## src/rtl/mem_access_ctrl.sv

```systemverilog
// mem_access_ctrl: sequences byte/half/word load-store requests onto a 16-bit word RAM,
// using read-modify-write for byte stores and returning one response per request.
module mem_access_ctrl #(
   parameter int ADDR_W = 10
) (
   input  logic              clk,
   input  logic              rst_n,
   input  logic              req_valid,
   output logic              req_ready,
   input  logic              req_we,
   input  logic [1:0]        req_size,
   input  logic              req_unsigned,
   input  logic [ADDR_W:0]   req_addr,
   input  logic [31:0]       req_wdata,
   output logic              resp_valid,
   output logic              resp_err,
   output logic [31:0]       resp_rdata,
   output logic              ram_write_n,
   output logic [ADDR_W-1:0] ram_addr,
   output logic [15:0]       ram_wdata,
   input  logic [15:0]       ram_rdata
);
   typedef enum logic [2:0] {IDLE, RD0, RD1, WR0, WR1, RESP} state_t;
   state_t              state_q, state_d;
   logic                we_q, uns_q, a0_q, err_q;
   logic [1:0]          size_q;
   logic [7:0]          byte_q;
   logic [15:0]         hi_q, rd0_q, rd1_q;
   logic [ADDR_W-1:0]   ram_addr_q, ram_addr_d;
   logic [15:0]         ram_wdata_q, ram_wdata_d;
   logic                req_err, accept;
   logic [7:0]          ld_byte;
   logic [31:0]         ld_data;
   assign req_err = (req_size == 2'd3) | ((req_size == 2'd1) & req_addr[0]) |
                    ((req_size == 2'd2) & (|req_addr[1:0]));
   assign accept  = req_valid & (state_q == IDLE);
   always_comb begin
      state_d     = state_q;
      ram_addr_d  = ram_addr_q;
      ram_wdata_d = ram_wdata_q;
      case (state_q)
         IDLE: if (req_valid) begin
            state_d = req_err ? RESP : (req_we && req_size != 2'd0) ? WR0 : RD0;
            if (!req_err) ram_addr_d = req_addr[ADDR_W:1];
            if (!req_err && req_we && req_size != 2'd0) ram_wdata_d = req_wdata[15:0];
         end
         RD0: begin
            state_d = we_q ? WR0 : (size_q == 2'd2) ? RD1 : RESP;
            if (!we_q && size_q == 2'd2) ram_addr_d = ram_addr_q + 1'b1;
            // byte store: merge the new byte into the word just read
            if (we_q) ram_wdata_d = a0_q ? {byte_q, ram_rdata[7:0]} : {ram_rdata[15:8], byte_q};
         end
         RD1: state_d = RESP;
         WR0: begin
            state_d = (size_q == 2'd2) ? WR1 : RESP;
            if (size_q == 2'd2) begin
               ram_addr_d  = ram_addr_q + 1'b1;
               ram_wdata_d = hi_q;
            end
         end
         WR1: state_d = RESP;
         RESP: state_d = IDLE;
         default: state_d = IDLE;
      endcase
   end
   always_ff @(posedge clk) begin
      if (!rst_n) begin
         state_q     <= IDLE;
         we_q        <= 1'b0;
         uns_q       <= 1'b0;
         a0_q        <= 1'b0;
         err_q       <= 1'b0;
         size_q      <= 2'd0;
         byte_q      <= 8'd0;
         hi_q        <= 16'd0;
         rd0_q       <= 16'd0;
         rd1_q       <= 16'd0;
         ram_addr_q  <= '0;
         ram_wdata_q <= 16'd0;
      end else begin
         state_q     <= state_d;
         ram_addr_q  <= ram_addr_d;
         ram_wdata_q <= ram_wdata_d;
         if (accept) begin
            we_q   <= req_we;
            uns_q  <= req_unsigned;
            a0_q   <= req_addr[0];
            err_q  <= req_err;
            size_q <= req_size;
            byte_q <= req_wdata[7:0];
            hi_q   <= req_wdata[31:16];
         end
         if (state_q == RD0) rd0_q <= ram_rdata;
         if (state_q == RD1) rd1_q <= ram_rdata;
      end
   end
   assign ld_byte = a0_q ? rd0_q[15:8] : rd0_q[7:0];
   assign ld_data = (size_q == 2'd0) ? {{24{~uns_q & ld_byte[7]}}, ld_byte} :
                    (size_q == 2'd1) ? {{16{~uns_q & rd0_q[15]}}, rd0_q} : {rd1_q, rd0_q};
   assign req_ready   = (state_q == IDLE);
   assign resp_valid  = (state_q == RESP);
   assign resp_err    = (state_q == RESP) & err_q;
   assign resp_rdata  = (state_q == RESP && !we_q && !err_q) ? ld_data : 32'd0;
   assign ram_write_n = ~(rst_n & ((state_q == WR0) | (state_q == WR1)));
   assign ram_addr    = ram_addr_q;
   assign ram_wdata   = ram_wdata_q;
endmodule
```

## config.mk

```make
export PLATFORM = sky130hd
export DESIGN_NAME = mem_access_ctrl
export DESIGN_NICKNAME = d
export VERILOG_FILES = /design/src/rtl/mem_access_ctrl.sv
export SDC_FILE = /design/constraint.sdc
export NUM_CORES = 1
export LEC_CHECK = 0
export BUFFER_PORTS_ARGS = -buffer_cell sky130_fd_sc_hd__buf_4
export CAP_MARGIN = 20
export CORE_ASPECT_RATIO = 0.8
export CORE_MARGIN = 8
export CORE_UTILIZATION = 41
export DETAILED_ROUTE_END_ITERATION = 10
export GPL_TIMING_DRIVEN = 1
export PLACE_DENSITY = 0.65
export SLEW_MARGIN = 20
export SYNTH_ARGS = -nofsm -noshare
export SYNTH_HDL_FRONTEND = slang
export SYNTH_SLANG_ARGS = --single-unit
```

## constraint.sdc

```tcl
create_clock -name clk -period 2.21 [get_ports clk]
set_input_delay 0 -clock clk [delete_from_list [all_inputs] [get_ports clk]]
set_output_delay 0 -clock clk [all_outputs]
set_load 0.05 [all_outputs]
```

==> out/metrics.csv, run 1 <==
stage,metric,value,unit
outcome,status,"finished, final reports clean",
sta,worst_pin_slew,0.706,ns
clocking,cts_root_buf,clkbuf_16,
sta,finClkSkew,0.00528,ns
yosys,yosys_warnings,0,
yosys,synthesis.area,4510,µm²
yosys,synthDistinctLibCells,48,
drt,routedWlPerCell,16.1,µm
layout,num_antenna_cells,0,
placement,placed_cells,863,
pwr,ir_drop,0.445,mV
sta,min_period,2.16,ns
floorplan,ios,128,
sta,setup_tns,0,ns
setup_path,cpMaxStageDelayCell,dfxtp_2,
setup_path,cp-end-kind,primary output,
yosys,ys_ff_latch,91,
job,max-cap-violations,0,
sta,clock.fmax,0.464,GHz
floorplan,row_count,34,
yosys,synthTopCellsByArea,"dfxtp_1 (40%), nand2_1 (17%), a21oi_1 (10%), mux2i_1 (3.8%), a311oi_1 (3.1%)",
layout,fillers,1029,
clocking,path_clk_slew,0.06,ns
yosys,synthCells,625,
setup_path,worst-path-buf-inv,2,
placement,numPortBuffers,127,
pwr,p_per_area,828,nW/µm²
drt,vias,4855,
global_route,gr-total-overflow,0,
sta,max-slew-margin-rel,0.528,
drt,avgViaCountPerCell,5.18,
setup_path,arrival,2.16,ns
layout,drive_gt1_frac,0.230,
sta,slew_violations,0,
setup_path,rrSetupSlack,0.29,ns
worst_hold_path,hold-path-endpoint,ram_addr[1],
clocking,clock_latency,0.34,ns
clocking,cts_tree,yes,
setup_path,path_delay_family,simple AND/OR/NAND/NOR gates,
drt,dr.pass1.iters,4,
yosys,synth_top_area_share,0.404,
placement,place.detailed.hpwl,10.4,mm
floorplan,core_area,10800,µm²
setup_path,r2r-start,state_q[1],
drt,drt_iter0_drc,450,
layout,layout_common_cells,"nand2_1 (206), buf_4 (142), a21oi_1 (92), dfxtp_1 (89), dlygate4sd3_1 (56)",
clocking,clock_path_buffers,2,
setup_path,criticalPathCategory,register to primary output,
layout,layout_commonest_cell,nand2_1,
clocking,clock-sinks,91,
drt,ant_nets,0,
floorplan,start_util,0.417,
setup_path,reg2regPathDepth,5,
setup_path,worstPathRequired,2.21,ns
yosys,avgSynthCellArea,7.21,µm²
global_route,antenna_found_initial,1,
floorplan,dieHeight,110,µm
worst_hold_path,worstHoldStart,req_addr[2],
global_route,grt_pass1_vias,4654,
floorplan,fp.dieW,133,µm
yosys,ys_seq_area_frac,0.404,
layout,area_growth,42.5,%
floorplan,die_area,14600,µm²
setup_path,slowest_delay,0.38,ns
setup_path,crit_chain,and2b_1 -> nand2_1 -> or3_4 -> buf_4 -> nor2_4 -> o21a_1 -> buf_6,
worst_hold_path,holdPathStages,4,
yosys,yosysTopAreaCell,dfxtp_1,
clocking,numCtsBuffers,9,
global_route,grt_first_pass_wirelength,23.9,mm
sta,period_share,0.975,
layout,fin_cells,937,
layout,nNetsFinal,855,
placement,gp_congestion,0.823,
yosys,synth_flop_cell,dfxtp_1,
clocking,h-tree-depth,3,
pwr,p_leak,2.51,nW
setup_path,start_kind,register,
yosys,synth_edf_count,0,
worst_hold_path,worstHoldPathType,input port to register,
yosys,async_flop_share,0,
sta,hold_violations,0,
drt,drt_drc_violations_left,0,
drt,routed_wl,15.1,mm
global_route,grt_max_degree,73,
setup_path,cp_max_fo,11,
sta,finalSetupViolations,0,
setup_path,r2r_end,ram_addr[8],
sta,whs,0.0251,ns
layout,final_core_util,0.595,
yosys,synth_fp_nets,692,
global_route,grtUsageTotal,0.202,
[power by group]
group	total [mW]	internal (mW)	switching (mW)	leakage [nW]
registers	2.02	1.85	0.176	0.744
logic	1.87	0.660	1.21	1.63
clock network	1.43	0.792	0.642	0.133
[worst max path at each step]
| stage | to | cells after the start | from |
|---|---|---|---|
| detailed placement | ram_addr[8] | 5 | state_q[2] |
| floorplan | resp_rdata[16] | 7 | state_q[1] |
| finish | resp_rdata[13] | 7 | state_q[1] |
| global placement | ram_addr[0] | 5 | state_q[2] |
| CTS | resp_rdata[13] | 7 | state_q[1] |
| global route | resp_rdata[13] | 7 | state_q[1] |
[per-layer routing]
metal  vias to the layer above  share of wire  GRT usage
met4                         2          0.021     0.0647
met5                         -        0.00086          0
met2                       146           0.50      0.343
li1                       2431              -          -
met1                      2247           0.42      0.238
met3                        29          0.063     0.0671
[cell families (layout without fill, tap and decap cells)]
| group | Yosys count | count (layout) | share of synthesized area |
|---|---|---|---|
| flops | 91 | 91 | 0.404 |
| simple gates | 268 | 268 | 0.243 |
| buf+inv | 72 | 239 | 0.0694 |
| mux | 17 | 17 | 0.0377 |
| compound gates | 176 | 177 | 0.243 |
| fa+ha+maj | 1 | 1 | 0.00277 |
[state kept, by name, summed over array words and instances, names as in the netlist]
signal / flops
a0_q: 1
byte_q: 8
err_q: 1
hi_q: 16
ram_addr: 10
ram_wdata: 16
rd0_q: 16
rd1_q: 16
size_q: 2
state_q: 3
uns_q: 1
we_q: 1
[area by class of cell]
type	count	area, µm²	share of cell area
clock inverters	4	26.3	0.00409
well taps	144	180	0.0280
repair buffers	201	1670	0.260
clock buffers	12	246	0.0383
multi-input cells	463	2400	0.373
flip-flops and latches	91	1820	0.284
inverters	22	82.6	0.0128
[through the flow]
step | setup WS, ns | total power, mW | instance area [µm²]
floorplan | 0.117 | 3.25 | 4510
global placement | 0.329 | 3.78 | 5560
detailed placement | 0.242 | 3.81 | 5560
CTS | 0.00501 | 5.32 | 6390
global route | -0.0225 | 5.61 | 6430
finish | 0.0550 | 5.32 | 6430
[Yosys cell counts (all sizes together), types with 2 or more instances]
cell type  count
nand2        206
a21oi        104
a311oi        16
o21a          10
o221a          2
dfxtp         91
a21o           2
and3           2
and2           3
nor2b          3
o31ai          4
nor3b          3
o211ai         4
nor2          31
o21bai         2
nor3           6
clkbuf        32
nand3b         2
buf           18
inv           22
mux2i         17
nand3          4
o32ai          3
o21ai         22
[worst reg2reg max path, cell delays in order, from the launching register on]
cell,delay (ns)
dfxtp_2,0.38
or3b_1,0.43
a21oi_2,0.12
a211o_1,0.51
a21oi_1,0.11
o221a_2,0.28
[repair_timing]
| item | CTS | global route |
|---|---|---|
| pin swaps | 0 | 1 |
| hold buffers | 56 | 0 |
| hold endpoints to repair | 82 | 0 |
| endpoints found under the setup margin | 4 | 24 |
| resized for setup | 1 | 4 |
| setup buffers | 0 | 1 |
| gates cloned | 0 | 1 |
Power figures use the tool's default switching activity.
==> run 2, diff against run 1 <==
ABC_AREA = 1   (was default)
PLACE_DENSITY = 0.71   (was 0.65)
==> run 2 against run 1 <==
- combinational power grew 120%
- die area grew 0.75%
- fmax increased by 6.8%
- synthesized cell count increased by 12%
- area after synthesis grew 0.86%
- final cell count is 7.9% higher
- via count grew 6.7%
==> out/metrics.csv, run 2 <==
stage,metric,value,unit
global_route,grt_pass1_vias,5068,
sta,min_period,2.02,ns
layout,layout_common_cells,"buf_4 (141), nor2_1 (135), nand2_1 (122), o21ai_0 (100), dfxtp_1 (90)",
sta,clock.fmax,0.496,GHz
setup_path,rrSetupSlack,0.23,ns
drt,wl_met1,6.69,mm
drt,drt_iter0_drc,539,
sta,rsz0062_at_grt,false,
pwr,p_leak,2.95,nW
yosys,synthesis.area,4550,µm²
pwr,clock_power_share,0.180,
yosys,synthDistinctLibCells,31,
yosys,synth_flop_cell,dfxtp_1,
sta,finClkSkew,0.00587,ns
placement,placed_cells,945,
yosys,synth.most_common_cell,nor2_1,
pwr,ir_drop,0.554,mV
yosys,avgSynthCellArea,6.52,µm²
layout,layout_commonest_cell,buf_4,
yosys,yosysTopAreaCell,dfxtp_1,
clocking,clock_latency,0.34,ns
setup_path,criticalPathCategory,register to primary output,
placement,dpl_worst_slack,0.239,ns
pwr,swShare,0.469,
global_route,grtUsageTotal,0.205,
layout,fin_cells,1011,
yosys,synthSimpleGateAreaFrac,0.309,
pwr,p_per_area,1260,nW/µm²
global_route,grt_max_degree,88,
floorplan,die_area,14700,µm²
floorplan,fp.dieW,134,µm
pwr,total_power,8.12,mW
floorplan,start_util,0.419,
yosys,synthAdderAreaFrac,0.00275,
drt,avgViaCountPerCell,5.12,
placement,place.detailed.hpwl,10.9,mm
drt,routedWlPerCell,15.0,µm
pwr,seqPwrFrac,0.306,
clocking,cts_root_buf,clkbuf_16,
yosys,synth_top_area_share,0.401,
yosys,synth-xor-area-share,0,
floorplan,dieHeight,110,µm
clocking,cts_tree,yes,
global_route,antenna_found_initial,0,
worst_hold_path,worstHoldPathType,input port to register,
global_route,grt_first_pass_wirelength,24.7,mm
yosys,synth_edf_count,0,
yosys,synthCells,698,
outcome,status,"finished, final reports clean",
setup_path,worstPathRequired,2.21,ns
floorplan,row_count,34,
sta,max-slew-margin-rel,0.461,
pwr,switchingPower,3.81,mW
layout,fillers,1010,
drt,drt_drc_violations_left,0,
yosys,ys_seq_area_frac,0.401,
yosys,yosys_warnings,0,
worst_hold_path,worstHoldStart,req_addr[9],
yosys,synth_top_family_by_area,simple AND/OR/NAND/NOR gates,
setup_path,cp-end-kind,primary output,
sta,worst_pin_slew,0.808,ns
drt,maxUsedRoutingLayer,met4,
drt,met2_length,7.21,mm
setup_path,start_kind,register,
floorplan,core_area,10800,µm²
placement,placed_area,5630,µm²
drt,routed_wl,15.2,mm
clocking,numCtsBuffers,9,
yosys,synth_fp_nets,765,
sta,setup_tns,0,ns
layout,drive_gt1_frac,0.230,
yosys,synth_compound_area_frac,0.197,
layout,finalInstanceArea,6420,µm²
drt,vias,5181,
clocking,clock_path_buffers,2,
sta,finalSetupViolations,0,
yosys,synth_common_cells,"nor2_1 (135), nand2_1 (122), o21ai_0 (100), dfxtp_1 (91), a21oi_1 (69)",
drt,wl_met3,1.04,mm
clocking,clock-sinks,91,
clocking,h-tree-depth,3,
pwr,pwr-share-comb,0.513,
pwr,intPower,4.31,mW
drt,dr.pass1.iters,5,
setup_path,crit_path_start,state_q[2],
placement,gp_congestion,0.862,
setup_path,r2r-start,state_q[1],
layout,area_growth,41.1,%
drt,ant_nets,0,
layout,nNetsFinal,928,
global_route,gr-total-overflow,0,
sta,hold_violations,0,
setup_path,cp_max_fo,16,
yosys,async_flop_share,0,
sta,setup_slack,0.192,ns
clocking,path_clk_slew,0.06,ns
setup_path,arrival,2.02,ns
placement,numPortBuffers,127,
yosys,ys_ff_latch,91,
yosys,synthTopCellsByArea,"dfxtp_1 (40%), nor2_1 (11%), o21ai_0 (11%), nand2_1 (10%), a21oi_1 (7.6%)",
yosys,synthMuxAreaShare,0,
sta,slew_violations,0,
job,max-cap-violations,0,
sta,period_share,0.913,
floorplan,ios,128,
run 2: cell count changes after synthesis, sizes merged, moves of 29 or more:
cell,change
nor2,+131
o21ai,+78
nand3,+29
inv,+41
a21oi,-35
nand2,-82
run 2: worst paths after layout:
path,end,cells after the start
setup reg to reg,ram_wdata[3],7
hold reg to reg,hi_q[8],2
setup / recovery,resp_rdata[27],8
hold / removal,ram_addr[8],5
run 2: kinds of logic after synthesis:
logic type / after synthesis
AO/OA/AOI/OAI: 176
flip-flops: 91
buffers and inverters: 102
adder cells (fa/ha/maj): 1
AND/OR/NAND/NOR: 328
run 2: stage by stage:
stage | hold slack (ns) | utilization
final | 0.0136 | 0.592
after global routing | 0.0413 | 0.591
after CTS | 0.0157 | 0.590
after detailed placement | 0.276 | 0.519
after global placement | 0.274 | 0.519
after floorplan | 0.135 | -
run 2: repair_timing:
item                                   4_1_cts  5_1_grt
endpoints found under the hold margin       60        0
buffers inserted                             0        1
setup endpoints to repair                    8       24
cloned                                       0        0
gates resized for setup                      2        3
hold buffers                                48        0
run 2: per-layer routing:
metal  vias up  track usage
met2       193        0.349
li1       2562            -
met3        32       0.0471
met5         -            0
met4         0       0.0711
met1      2394        0.252
run 2: cell type report:
class,count,area [µm²],share of cell area
repair buffers,190,1560,0.243
flip-flops and latches,91,1820,0.284
inverters,64,240,0.0374
multi-input cells,505,2330,0.363
diodes,1,2.50,0.000390
well taps,144,180,0.0281
clock inverters,4,25.0,0.00390
clock buffers,12,256,0.0400
run 2: power by group through the flow:
stage / registers, mW / clock network [mW] / logic, mW
2_1_floorplan: 2.93 / 0 / 2.54
3_3_place_gp: 2.49 / 0 / 3.94
3_5_place_dp: 2.51 / 0 / 4.04
4_1_cts: 2.48 / 1.48 / 4.14
5_1_grt: 2.54 / 1.56 / 4.59
6_report: 2.49 / 1.47 / 4.17
run 2: critical path: stages, from the launching register on:
cell and delay [ns]:
dfxtp_1 0.50, nand3_1 0.17, inv_1 0.12, nand3_2 0.12, inv_2 0.13, nand4_1 0.09
buf_4 0.22, nor2_1 0.11, buf_4 0.21
==> run 3, diff against run 2 <==
PLACE_DENSITY = default   (was 0.71)
PLACE_DENSITY_LB_ADDON = 0.2   (was default)
==> run 3 against run 2 <==
- final cell count unchanged
- worst hold slack worse by 0.0062 ns
- power down 0.82%
- fmax down 1.8%
- sequential cell count unchanged
- critical endpoint is now resp_rdata[13]
- largest power group unchanged
==> out/metrics.csv, run 3 (synthesis results as in run 2) <==
stage,metric,value,unit
outcome,status,"finished, final reports clean",
setup_path,worst-path-buf-inv,4,
pwr,total_power,8.05,mW
pwr,p_per_area,1260,nW/µm²
layout,nNetsFinal,929,
setup_path,slowest_delay,0.39,ns
setup_path,worstPathRequired,2.21,ns
drt,drt_drc_violations_left,0,
drt,routedWlPerCell,15.0,µm
setup_path,cp-end-kind,primary output,
global_route,grt_max_degree,88,
sta,worst_pin_slew,0.826,ns
drt,wl_met1,6.76,mm
clocking,numCtsBuffers,9,
drt,dr.pass1.iters,5,
clocking,clock_latency,0.35,ns
drt,avgViaCountPerCell,5.00,
global_route,gr-total-overflow,0,
clocking,h-tree-depth,3,
floorplan,dieHeight,110,µm
clocking,cts_root_buf,clkbuf_16,
sta,rsz0062_at_grt,false,
drt,routed_wl,15.1,mm
global_route,grt_first_pass_wirelength,24.6,mm
global_route,grtUsageTotal,0.206,
sta,hold_violations,0,
drt,maxUsedRoutingLayer,met4,
drt,met2_length,6.95,mm
sta,max-slew-margin-rel,0.449,
drt,ant_nets,0,
sta,min_period,2.05,ns
floorplan,start_util,0.419,
global_route,grt_pass1_vias,4911,
global_route,antenna_found_initial,0,
pwr,ir_drop,0.797,mV
setup_path,start_kind,register,
sta,clock.fmax,0.487,GHz
placement,placed_area,5630,µm²
placement,numPortBuffers,127,
layout,finalInstanceArea,6400,µm²
floorplan,die_area,14700,µm²
setup_path,crit_chain,inv_1 -> nand3_1 -> inv_1 -> nand3_1 -> inv_2 -> nand3_2 -> a21oi_1 -> buf_4,
placement,place.detailed.hpwl,10.7,mm
worst_hold_path,worstHoldPathType,input port to register,
clocking,cts_tree,yes,
sta,period_share,0.929,
floorplan,core_area,10800,µm²
layout,fillers,1052,
layout,layout_common_cells,"buf_4 (143), nor2_1 (135), nand2_1 (122), o21ai_0 (100), dfxtp_1 (91)",
setup_path,cpMaxStageDelayCell,dfxtp_1,
clocking,path_clk_slew,0.06,ns
floorplan,ios,128,
drt,drt_iter0_drc,377,
setup_path,criticalPathCategory,register to primary output,
job,max-cap-violations,0,
sta,slew_violations,0,
layout,drive_gt1_frac,0.228,
sta,finalSetupViolations,0,
setup_path,arrival,2.05,ns
drt,vias,5060,
placement,gp_congestion,0.856,
drt,wl_met3,1.25,mm
layout,layout_commonest_cell,buf_4,
sta,finClkSkew,0.00852,ns
setup_path,path_delay_family,buffers and inverters,
floorplan,fp.dieW,134,µm
pwr,p_leak,2.96,nW
layout,num_antenna_cells,0,
clocking,clock_path_buffers,2,
setup_path,cp_max_fo,8,
floorplan,row_count,34,
clocking,clock-sinks,91,
layout,area_growth,40.7,%
sta,setup_tns,0,ns
[run 3: timing repair]
action / 4_1_cts / 5_1_grt
gates resized for setup: 1 / 1
cloned: 0 / 0
hold buffers: 48 / 0
endpoints found under the hold margin: 61 / 0
setup buffers: 0 / 1
setup endpoints to repair: 8 / 24
[run 3: worst min-delay path, cell delays in order]
cell and delay, ns:
buf_4 0.08, o22ai_1 0.07, nand2_1 0.05, nand2_1 0.04, nor2_1 0.07
[run 3: path summary, 6_finish.rpt]
path,cells after the start,slack (ns),endpoint,startpoint
hold reg to reg,2,0.46,hi_q[7],hi_q[7]
setup / recovery,8,0.16,resp_rdata[13],state_q[1]
setup reg to reg,7,0.22,ram_wdata[5],state_q[1]
hold / removal,5,0.007,ram_addr[8],req_addr[9]
[run 3: power breakdown]
| part | leakage (nW) | total, mW | switching [mW] | internal [mW] |
|---|---|---|---|---|
| clock | 0.141 | 1.46 | 0.687 | 0.772 |
| combinational | 2.07 | 4.11 | 2.80 | 1.31 |
| sequential | 0.748 | 2.48 | 0.323 | 2.16 |
[run 3: per-stage QoR]
stage | utilization | worst slack (ns) | std cells | hold WS, ns
3_5_place_dp | 0.519 | 0.266 | 946 | 0.272
3_3_place_gp | 0.519 | 0.379 | 946 | 0.263
5_1_grt | 0.590 | 0.00824 | 1011 | 0.0514
6_report | 0.590 | 0.156 | 1011 | 0.00741
4_1_cts | 0.589 | 0.0334 | 1010 | 0.00351
2_1_floorplan | - | -0.141 | 698 | 0.135
[run 3: metal layers]
layer / up-vias / GRT usage
met1: 2307 / 0.261
met2: 174 / 0.334
met4: 0 / 0.0624
li1: 2563 / -
met5: - / 0
met3: 16 / 0.0648
[run 3: cell type report]
type / count / area [µm²] / area share
clock buffers: 9 / 225 / 0.0352
clock inverters: 7 / 52.6 / 0.00821
inverters: 64 / 240 / 0.0375
multi-input cells: 505 / 2330 / 0.363
flip-flops and latches: 91 / 1820 / 0.285
well taps: 144 / 180 / 0.0282
repair buffers: 191 / 1550 / 0.243
